## config.mk

```make
export PLATFORM = sky130hd
export DESIGN_NAME = cla_serial_add_ctrl
export DESIGN_NICKNAME = d
export VERILOG_FILES = /design/src/rtl/cla_serial_add_ctrl_pkg.sv /design/src/rtl/cla_serial_add_ctrl_cla.sv /design/src/rtl/cla_serial_add_ctrl.sv
export SDC_FILE = /design/constraint.sdc
export NUM_CORES = 1
export LEC_CHECK = 0
export BUFFER_PORTS_ARGS = -buffer_cell sky130_fd_sc_hd__buf_4
export CAP_MARGIN = 20
export CORE_ASPECT_RATIO = 1.75
export CORE_UTILIZATION = 50
export CTS_BUF_LIST = sky130_fd_sc_hd__clkbuf_4
export DETAILED_ROUTE_END_ITERATION = 10
export GPL_TIMING_DRIVEN = 0
export HOLD_SLACK_MARGIN = 0.05
export PLACE_DENSITY = 0.73
export SYNTH_ARGS = -nofsm -noshare
export SYNTH_HDL_FRONTEND = slang
export SYNTH_HIERARCHICAL = 1
export SYNTH_SLANG_ARGS = --single-unit
```

## constraint.sdc

```tcl
create_clock -name clk -period 3.8 [get_ports clk]
set_clock_uncertainty 0.05 [all_clocks]
set_input_delay 0.76 -clock clk [delete_from_list [all_inputs] [get_ports clk]]
set_output_delay 0.76 -clock clk [all_outputs]
set_load 0.03 [all_outputs]
```

## src/rtl/cla_serial_add_ctrl_pkg.sv

```systemverilog
// Shared types and constants for the nibble-serial CLA adder sequencer.
package cla_serial_add_ctrl_pkg;
  localparam int NIB = 4;

  typedef enum logic [1:0] {
    IDLE = 2'd0,
    RUN  = 2'd1,
    DONE = 2'd2
  } state_t;

  // Operand width must be a whole number of nibbles, at least one.
  function automatic bit width_ok(input int w);
    return (w >= NIB) && ((w % NIB) == 0);
  endfunction
endpackage

```

## src/rtl/cla_serial_add_ctrl_cla.sv

```systemverilog
// 4-bit carry-lookahead slice: flat generate/propagate equations, no ripple.
module carry_lookahead_adder (
  input  logic [3:0] a,
  input  logic [3:0] b,
  input  logic       cin,
  output logic [3:0] sum,
  output logic       cout
);
  logic [3:0] g, p;
  logic [4:0] c;

  assign g = a & b;
  assign p = a ^ b;

  // Every carry is a two-level function of g/p and cin.
  always_comb begin
    c[0] = cin;
    c[1] = g[0] | (p[0] & cin);
    c[2] = g[1] | (p[1] & g[0]) | (p[1] & p[0] & cin);
    c[3] = g[2] | (p[2] & g[1]) | (p[2] & p[1] & g[0]) | (p[2] & p[1] & p[0] & cin);
    c[4] = g[3] | (p[3] & g[2]) | (p[3] & p[2] & g[1]) | (p[3] & p[2] & p[1] & g[0])
         | (p[3] & p[2] & p[1] & p[0] & cin);
  end

  assign sum  = p ^ c[3:0];
  assign cout = c[4];
endmodule

```

## src/rtl/cla_serial_add_ctrl.sv

```systemverilog
// WIDTH-bit add/subtract built by running one 4-bit CLA slice once per nibble,
// LSB first, with the inter-nibble carry held in a register.
module cla_serial_add_ctrl
  import cla_serial_add_ctrl_pkg::*;
#(
  parameter int WIDTH = 16
) (
  input  logic             clk,
  input  logic             rst,
  input  logic             in_valid,
  output logic             in_ready,
  input  logic [WIDTH-1:0] in_a,
  input  logic [WIDTH-1:0] in_b,
  input  logic             in_cin,
  input  logic             in_sub,
  output logic             out_valid,
  input  logic             out_ready,
  output logic [WIDTH-1:0] out_sum,
  output logic             out_cout,
  output logic             out_ovf
);
  localparam int NSLICE = WIDTH / NIB;
  localparam int CW     = (NSLICE > 1) ? $clog2(NSLICE) : 1;

  if (!width_ok(WIDTH)) begin : g_bad_width
    $error("cla_serial_add_ctrl: WIDTH must be a multiple of 4 and >= 4");
  end

  state_t          state;
  logic [CW-1:0]   cnt;
  logic            carry;
  logic [WIDTH-1:0] a_q, b_q, acc, acc_nxt, sum_q;
  logic            cout_q, ovf_q;
  logic [NIB-1:0]  sa, sb, ss;
  logic            sc;
  logic            last;

  // Select the operand nibbles for the current pass.
  always_comb begin
    sa = '0;
    sb = '0;
    for (int k = 0; k < NSLICE; k++) begin
      if (cnt == CW'(k)) begin
        sa = a_q[k*NIB +: NIB];
        sb = b_q[k*NIB +: NIB];
      end
    end
  end

  carry_lookahead_adder u_slice (
    .a   (sa),
    .b   (sb),
    .cin (carry),
    .sum (ss),
    .cout(sc)
  );

  // Working sum with the current pass's nibble merged in.
  always_comb begin
    acc_nxt = acc;
    for (int k = 0; k < NSLICE; k++) begin
      if (cnt == CW'(k)) acc_nxt[k*NIB +: NIB] = ss;
    end
  end

  assign last = (cnt == CW'(NSLICE - 1));

  // Sequencer: accept operands, step the slice across nibbles, hold the result.
  // The working sum (acc) is separate from the presented result (sum_q), so a
  // partially built sum never appears on out_sum.
  always_ff @(posedge clk or posedge rst) begin
    if (rst) begin
      state  <= IDLE;
      cnt    <= '0;
      carry  <= 1'b0;
      a_q    <= '0;
      b_q    <= '0;
      acc    <= '0;
      sum_q  <= '0;
      cout_q <= 1'b0;
      ovf_q  <= 1'b0;
    end else begin
      case (state)
        IDLE: begin
          if (in_valid) begin
            a_q   <= in_a;
            b_q   <= in_sub ? ~in_b : in_b;
            carry <= in_sub ? 1'b1 : in_cin;
            cnt   <= '0;
            state <= RUN;
          end
        end
        RUN: begin
          acc   <= acc_nxt;
          carry <= sc;
          cnt   <= cnt + CW'(1);
          if (last) begin
            sum_q  <= acc_nxt;
            cout_q <= sc;
            ovf_q  <= (a_q[WIDTH-1] == b_q[WIDTH-1]) && (ss[NIB-1] != a_q[WIDTH-1]);
            cnt    <= '0;
            state  <= DONE;
          end
        end
        DONE: begin
          if (out_ready) state <= IDLE;
        end
        default: state <= IDLE;
      endcase
    end
  end

  assign in_ready  = (state == IDLE);
  assign out_valid = (state == DONE);
  assign out_sum   = sum_q;
  assign out_cout  = cout_q;
  assign out_ovf   = ovf_q;
endmodule

```

==> Word level (Yosys, flattened, before mapping) <==
Index checks and enable logic that the tools add are counted.
{ "word_totals": {"rom_bits": 0, "latch_bits": 0, "mem_bits_rw": 0, "reg_bits": 71, "wordCells": 81, "n_memories": 0} }
{ "op_classes": {"bitwise": 30, "reduce_logical": 8, "shifts": 0, "n_eq_ne": 10, "add_sub_neg": 1, "mux": 23, "order_cmp": 0, "div": 0, "n_mul": 0} }
{ "op_table": {"columns": ["operator", "n"], "rows": [
  ["$mux W4", 12],
  ["$and A1 B1 Y1", 16],
  ["$mux W16", 1],
  ["$not A16 Y16", 1],
  ["$mux W2", 5],
  ["$or A1 B1 Y1", 10],
  ["$xor A4 B4 Y4", 2],
  ["$eq A2 B2 Y1 const B", 3],
  ["$pmux W2 S3", 1],
  ["$reduce_and A2 Y1", 3],
  ["$and A4 B4 Y4", 1],
  ["$eq A2 B1 Y1 const B", 2],
  ["$logic_not A2 Y1", 2],
  ["$ne A2 B2 Y1 const B", 2],
  ["$pmux W2 S2", 1],
  ["$reduce_and A3 Y1", 1],
  ["$add A2 B1 Y2 const B", 1],
  ["$mux W1", 2],
  ["$ne A2 B1 Y1 const B", 1],
  ["$pmux W1 S2", 1],
  ["$reduce_bool A2 Y1", 1],
  ["$eq A1 B1 Y1", 1],
  ["$logic_and A1 B1 Y1", 1],
  ["$ne A1 B1 Y1", 1]
]} }

==> Logic depth before layout (Yosys ltp) <==
Gate-level depths: netlist of the first run.
{ "depth": {"depth_word": 13, "mapped_depth": 15} }

==> Cells and area by module <==
Netlist of the first run, hierarchy kept.
{ "by_module_without_submodules": {"columns": ["mod", "n_inst", "area_per_inst_um2", "cells_per_inst"], "rows": [
  ["cla_serial_add_ctrl", 1, 3111.7, 267],
  ["carry_lookahead_adder", 1, 147.6, 17]
]} }

==> Worst setup path after synthesis of the first run <==
OpenSTA, ideal clock, no wires.
{ "synth_timing": {"path_type": "reg2reg", "from": "register cnt[0]", "to": "register ovf_q, in the netlist out_ovf", "stages_incl_launch_ff": 16, "arrival_time_ps": 2830, "period_less_slack_ps": 3008, "setup_time_ps": 127, "setup_slack_ps": 792, "required_time_ps": 3623, "cell_sequence": "dfrtp_1 inv_1 ha_1 buf_2 nor2b_1 buf_2 a221oi_1 o31ai_1 ha_1 a21o_1 a31o_1 xor2_1 buf_1 and3b_1 a21oi_1 o21ai_0"} }
{ "synth_lines": {"columns": ["element", "line_no", "rtl"], "rows": [
  ["start, declared", "cla_serial_add_ctrl.sv:30", "logic [CW-1:0] cnt;"],
  ["start signal, assigned", "cla_serial_add_ctrl.sv:96", "cnt <= cnt + CW'(1);"],
  ["$logic_not A2 Y1", "cla_serial_add_ctrl.sv:43", "if (cnt == CW'(k)) begin"],
  ["$mux W4 (3 in series)", "cla_serial_add_ctrl.sv:43", null],
  ["$mux W4 *", "cla_serial_add_ctrl.sv:43", null],
  ["via sa[0]", "cla_serial_add_ctrl.sv:34", "logic [NIB-1:0] sa, sb, ss;"],
  ["$and A4 B4 Y4 or $xor A4 B4 Y4 (tied branches)", "cla_serial_add_ctrl_cla.sv:12, cla_serial_add_ctrl_cla.sv:13", null],
  ["$and A1 B1 Y1", "cla_serial_add_ctrl_cla.sv:20", "c[3] = g[2] | (p[2] & g[1]) | (p[2] & p[1] & g[0]) | (p[2] & p[1] & p[0] & cin);"],
  ["$or A1 B1 Y1 or $and A1 B1 Y1 (tied branches)", "cla_serial_add_ctrl_cla.sv:20", null],
  ["$or A1 B1 Y1 *", "cla_serial_add_ctrl_cla.sv:20", null],
  ["$xor A4 B4 Y4 *", "cla_serial_add_ctrl_cla.sv:25", "assign sum = p ^ c[3:0];"],
  ["via ss[3]", "cla_serial_add_ctrl.sv:34", null],
  ["$ne A1 B1 Y1 *", "cla_serial_add_ctrl.sv:100", "ovf_q <= (a_q[WIDTH-1] == b_q[WIDTH-1]) && (ss[NIB-1] != a_q[WIDTH-1]);"],
  ["$logic_and A1 B1 Y1 *", "cla_serial_add_ctrl.sv:100", null],
  ["end signal, assigned", "cla_serial_add_ctrl.sv:100", null],
  ["end, declared", "cla_serial_add_ctrl.sv:33", "logic cout_q, ovf_q;"]
]} }
The timed path passes the listed nets; every way through them passes the cells marked *.
A chain may end at the register's enable or synchronous reset.

==> Worst setup path in the final report of the first run <==
{ "layout_timing": {"from": "register cnt[0]", "to": "register ovf_q, in the netlist out_ovf"} }
{ "layout_lines": {"columns": ["element", "line_no"], "rows": [
  ["$logic_not A2 Y1", "cla_serial_add_ctrl.sv:43"],
  ["$mux W4 (3 in series)", "cla_serial_add_ctrl.sv:43"],
  ["$mux W4 *", "cla_serial_add_ctrl.sv:43"],
  ["via sb[0]", "cla_serial_add_ctrl.sv:34"],
  ["$and A4 B4 Y4 or $xor A4 B4 Y4 (tied branches)", "cla_serial_add_ctrl_cla.sv:12, cla_serial_add_ctrl_cla.sv:13"],
  ["$and A1 B1 Y1", "cla_serial_add_ctrl_cla.sv:20"],
  ["$or A1 B1 Y1 or $and A1 B1 Y1 (tied branches)", "cla_serial_add_ctrl_cla.sv:20"],
  ["$or A1 B1 Y1 *", "cla_serial_add_ctrl_cla.sv:20"],
  ["$xor A4 B4 Y4 *", "cla_serial_add_ctrl_cla.sv:25"],
  ["via ss[3]", "cla_serial_add_ctrl.sv:34"],
  ["$ne A1 B1 Y1 *", "cla_serial_add_ctrl.sv:100"],
  ["$logic_and A1 B1 Y1 *", "cla_serial_add_ctrl.sv:100"]
]} }
Marked as above.

==> impl_metrics.tcl, run 1 <==
set metrics [dict create \
    ys_seq_area_share_pct 51.44 \
    drc_errors 0 \
    reg2reg_depth 15 \
    outcome "completed" \
    switching_share_pct 45.03 \
    crit_path_max_fanout 9 \
    crit_required_ps 4070 \
    p_int_mw 2.270 \
    maxCapViolCount 0 \
    period_minus_slack_ps 3445 \
    die_area_sq_um 6858 \
    maxSlewHeadroom_pct 49.24 \
    cts_setup_buffers 0 \
    grt_pass1_vias 2358 \
    hp-class "in -> async" \
    pwr-share-comb_pct 60.2 \
    r2r-start "cnt[0]" \
    clockBufferDepth 2 \
    fin_cells 436 \
    syn_area_sq_um 3259 \
    viasPerCell 5.257 \
    crit_path_start_kind "flip-flop" \
    cts_tree "done" \
    coreArea_sq_um 6228 \
    clkPwrFrac_pct 8.8 \
    grt_pass1_wl_mm 11.44 \
    leakage_nw 1.799 \
    die_w_um 63.03 \
    diodes 0 \
    seq_area_sq_um 1677 \
    finalCritPeriodShare_pct 90.67 \
    dpl.hpwl_mm 5.002 \
    yosys_warnings 6 \
    synthDistinctLibCells 33 \
    drive_gt1_share_pct 35.11 \
    rsz0062_at_grt "false" \
    start_util_pct 52.33 \
    avgSynthCellArea_sq_um 11.48 \
    slew_viol_final 0 \
    ir_drop_mv 0.5615 \
    pin_count 58 \
    fmax_ghz 0.2902 \
    synthCells 284 \
    p_per_area_nw_per_um2 1059 \
    wl_mm 6.595 \
    slowest_delay_ps 430 \
    h-tree-depth 3 \
    grt_max_degree 42 \
    grt_use_total_pct 22.59 \
    ant_nets 0 \
    cp_cell_sequence "inv_1 -> ha_1 -> buf_2 -> nor2b_1 -> buf_2 -> a221oi_1 -> o31ai_1 -> ha_1 -> a21o_1 -> a31o_1 -> xor2_1 -> clkbuf_2 -> and3b_1 -> a21oi_1 -> o21ai_0" \
    setup_viol 0 \
    finalHoldViolCount 0 \
    clock_latency_ps 430 \
    reg2reg_to "out_ovf" \
    numCtsBuffers 9 \
    dr_total_vias 2292 \
    multi_input_area_sq_um 1449 \
    crit_path_end_kind "flip-flop" \
    syn_nets 331 \
    seqPwrFrac_pct 31.0 \
    path_delay_family "compound AO/OA/AOI/OAI gates" \
    final_nets 399 \
    tns_ps 0 \
    worstMarginPinSlew_ps 755.9 \
    port-buffer-count 56 \
    crit_type "reg -> reg" \
    cp_num_buf_inv 4 \
    cts_sinks 67 \
    rows 38 \
    ys_ff_latch 67 \
    power.switching_mw 1.859 \
    fillers 554 \
    reg2reg_slack_ps 350 \
    fin_total_pwr_mw 4.130 \
    clk_pin_slew_ps 100 \
    die_h_um 108.8 \
    dp.cells 421 \
    drt_iter0_drc 85 \
    dr.pass1.iters 4 \
    grt_overflow 0 \
    cpMaxStageDelayCell "dfrtp_1" \
    antenna_found_initial 0 \
    gp_congestion 0.8435 \
    wl_per_cell_um 15.13 \
    worst_ep_arrival_time_ps 3720 \
    area_growth_pct 19.62 \
    root_buffer "clkbuf_4" \
]
[power groups by stage]
stage / combinational, mW / sequential [mW] / clock, mW
6_report: 2.49 / 1.28 / 0.365
5_1_grt: 2.75 / 1.33 / 0.417
4_1_cts: 2.50 / 1.28 / 0.380
3_5_place_dp: 2.49 / 1.30 / 0
3_3_place_gp: 2.41 / 1.28 / 0
2_1_floorplan: 1.65 / 1.41 / 0
[worst max-delay path by stage]
stage,start,slack (ps),end,cells past startpoint
after floorplan,cnt[0],790,out_ovf,15
after global placement,cnt[0],190,out_ovf,13
after detailed placement,cnt[0],160,out_ovf,13
after CTS,cnt[0],150,out_ovf,13
after global routing,cnt[0],80,out_ovf,15
final,cnt[0],350,out_ovf,15
[per-stage QoR]
| stage | cell area (sq um) | worst slack, ps | hold WS [ps] | util (%) |
|---|---|---|---|---|
| floorplan | 3259 | 792.5 | 428.6 | - |
| global placement | 3780 | 188.1 | 412.3 | 60.69 |
| detailed placement | 3800 | 158.7 | 422.0 | 61.01 |
| CTS | 3896 | 147.4 | 328.0 | 62.56 |
| global route | 3899 | 84.46 | 362.3 | 62.60 |
| finish | 3899 | 354.6 | 332.0 | 62.60 |
[layout make-up]
| type | instances | area share (%) |
|---|---|---|
| buffer | 18 | 2.728 |
| timing repair buffer | 57 | 11.30 |
| inverter | 8 | 0.7702 |
| sequential | 67 | 43.00 |
| tap | 80 | 2.567 |
| clock buffer | 10 | 1.926 |
| clock inverter | 5 | 0.5456 |
| multi-input combinational | 191 | 37.16 |
[Yosys cell counts, drive strengths merged]
master,number,area (sq um)
a211oi,1,12.51
a21o,3,22.52
a21oi,18,90.09
a221oi,8,70.07
a31o,1,8.760
and2b,1,10.01
and3b,1,8.760
buf,14,87.58
clkbuf,4,16.26
dfrtp,67,1677
fa,1,20.02
ha,8,100.1
inv,8,30.03
mux2,33,371.6
mux2i,12,120.1
nand2,25,101.4
nand2b,2,12.51
nand3b,1,20.02
nor2,20,75.07
nor2b,9,56.30
nor3,1,5.000
nor3b,1,18.77
o21ai,14,70.07
o21bai,1,7.510
o31ai,10,75.07
or3,1,6.260
xnor2,18,157.7
xor2,1,8.760
[cells in the final DEF (no fill, tap or decap), types with 7 or more instances in the layout]
cell      netlist  final
mux2i_1        12     12
a221oi_1        8      8
o31ai_1        10     10
nor2b_1         9      9
nand2_1        22     22
clkbuf_4        0     10
o21ai_0        14     14
a21oi_1        18     18
inv_1           8      7
xnor2_1        18     18
buf_4           3     59
buf_2           7      7
ha_1            8      8
dfrtp_1        67     67
nor2_1         20     20
mux2_2         33     33
[timing repair]
item	4_1_cts	5_1_grt
setup endpoints to repair	0	1
resized for setup	0	2
endpoints found under the hold margin	0	0
hold buffers	0	0
[kinds of logic after synthesis]
kind of cell,count (synthesis),share of synthesized area [%]
flip-flops,67,51.44
AND/OR/NAND/NOR,62,9.635
AO/OA/AOI/OAI,56,10.94
multiplexers,45,15.09
buffers and inverters,26,4.107
XOR/XNOR,19,5.106
adder cells (fa/ha/maj),9,3.685
[metal layers]
layer	vias to the layer above	track usage, %	wire length (um)
met4	0	14.78	280
met3	21	5.439	227
met5	-	0	0
met2	53	38.63	3528
li1	1118	-	-
met1	1100	24.71	2558
[flip-flops by register name (all words and copies together) (netlist names)]
name and flops:
state 2, out_cout 1, out_ovf 1, carry 1, b_q 16, acc 12, a_q 16, out_sum 16
cnt 2
No activity file was read; power rests on OpenSTA's default activity.
==> inputs of run 2 (changes only) <==
GPL_ROUTABILITY_DRIVEN = 0   (was not set)
PLACE_DENSITY = 0.76   (was 0.73)
==> impl_metrics.tcl, run 2 (synthesis gave the netlist of run 1 again) <==
set metrics [dict create \
    finalHoldViolCount 0 \
    maxSlewHeadroom_pct 46.22 \
    reg2reg_to "out_ovf" \
    period_minus_slack_ps 3419 \
    cts_sinks 67 \
    clockBufferDepth 2 \
    multi_input_area_sq_um 1459 \
    postCtsHoldBufs 0 \
    wl_per_cell_um 15.23 \
    crit_path_start_kind "flip-flop" \
    coreArea_sq_um 6228 \
    setup_viol 0 \
    outcome "completed" \
    pin_count 58 \
    crit_required_ps 4060 \
    cts_setup_buffers 0 \
    crit_path_end_kind "flip-flop" \
    grt_use_total_pct 21.87 \
    clock_latency_ps 420 \
    wl_mm 6.639 \
    clk_pin_slew_ps 100 \
    dr.pass1.iters 6 \
    seq_area_sq_um 1677 \
    cts_tree "done" \
    die_h_um 108.8 \
    viasPerCell 5.321 \
    cp-startpoint "cnt[0]" \
    finalCritPeriodShare_pct 89.98 \
    drc_errors 0 \
    port-buffer-count 56 \
    dr_total_vias 2320 \
    hp-class "in -> async" \
    maxCapViolCount 0 \
    start_util_pct 52.33 \
    reg2reg_depth 15 \
    r2r-start "cnt[0]" \
    fillers 527 \
    h-tree-depth 3 \
    drive_gt1_share_pct 35.67 \
    final_nets 399 \
    ant_nets 0 \
    crit_end "out_ovf" \
    die_w_um 63.03 \
    worst_ep_arrival_time_ps 3680 \
    rsz0062_at_grt "false" \
    root_buffer "clkbuf_4" \
    area_growth_pct 19.92 \
    grt_overflow 0 \
    worstMarginPinSlew_ps 805.5 \
    crit_type "reg -> reg" \
    die_area_sq_um 6858 \
    grt_pass1_wl_mm 11.20 \
    diodes 0 \
    rows 38 \
    grt_max_degree 39 \
    antenna_found_initial 0 \
    fmax_ghz 0.2925 \
    numCtsBuffers 9 \
    drt_iter0_drc 74 \
    final_common_cell "dfrtp_1" \
    mostFrequentLayoutCells "dfrtp_1 (67), buf_4 (59), mux2_2 (33)" \
    tns_ps 0 \
    grt_pass1_vias 2430 \
    dpl.hpwl_mm 5.040 \
    reg2reg_slack_ps 380 \
    crit_path_max_fanout 9 \
    slew_viol_final 0 \
]
[run 2: stage by stage]
stage	cell area, sq um	std cells	setup slack (ps)	hold WS [ps]	util [%]
3_5_place_dp	3800	421	80.14	421.1	61.01
3_3_place_gp	3780	420	153.5	411.6	60.69
5_1_grt	3909	436	106.9	467.7	62.76
6_report	3909	436	380.9	436.9	62.76
2_1_floorplan	3259	284	792.5	428.6	-
4_1_cts	3896	436	56.39	444.0	62.56
[run 2: how the worst min path moves through the flow]
stage,end,from,cells past startpoint
after global placement,out_sum[0],out_sum[0],2
after global routing,out_sum[10],out_sum[10],2
after detailed placement,out_sum[10],out_sum[10],2
after CTS,out_sum[7],out_sum[7],2
final,out_sum[0],rst,2
after floorplan,acc[0],acc[0],1
[run 2: final cells by class]
cell class	count	share of cell area (%)
Clock inverter	5	0.5442
Buffer	18	2.721
Inverter	8	0.7682
Sequential cell	67	42.89
Timing Repair Buffer	57	11.27
Tap cell	80	2.561
Clock buffer	10	1.921
Multi-Input combinational cell	191	37.32
[run 2: worst max-delay path, stage by stage, from the launching register on]
cell	delay, ps
dfrtp_1	430
inv_1	120
ha_1	160
buf_2	200
nor2b_1	150
buf_2	220
a221oi_1	120
o31ai_2	360
ha_1	300
a21o_1	200
a31o_1	240
xor2_1	120
clkbuf_2	240
and3b_1	210
a21oi_1	110
o21ai_0	80
[run 2: what timing repair did]
| item | CTS | global route |
|---|---|---|
| hold endpoints to repair | 0 | 0 |
| gates resized for setup | 0 | 4 |
| setup endpoints to repair | 0 | 5 |
[run 2: routing by layer]
metal,routed length (um),global-route usage [%]
met1,2480,22.38
met2,3740,40.25
met3,262,4.812
met4,155,12.62
met5,0,0
Power of run 2 is left out: the tool's default activity adds up to more than one toggle a clock period on the data nets, which glitch-free logic cannot reach.
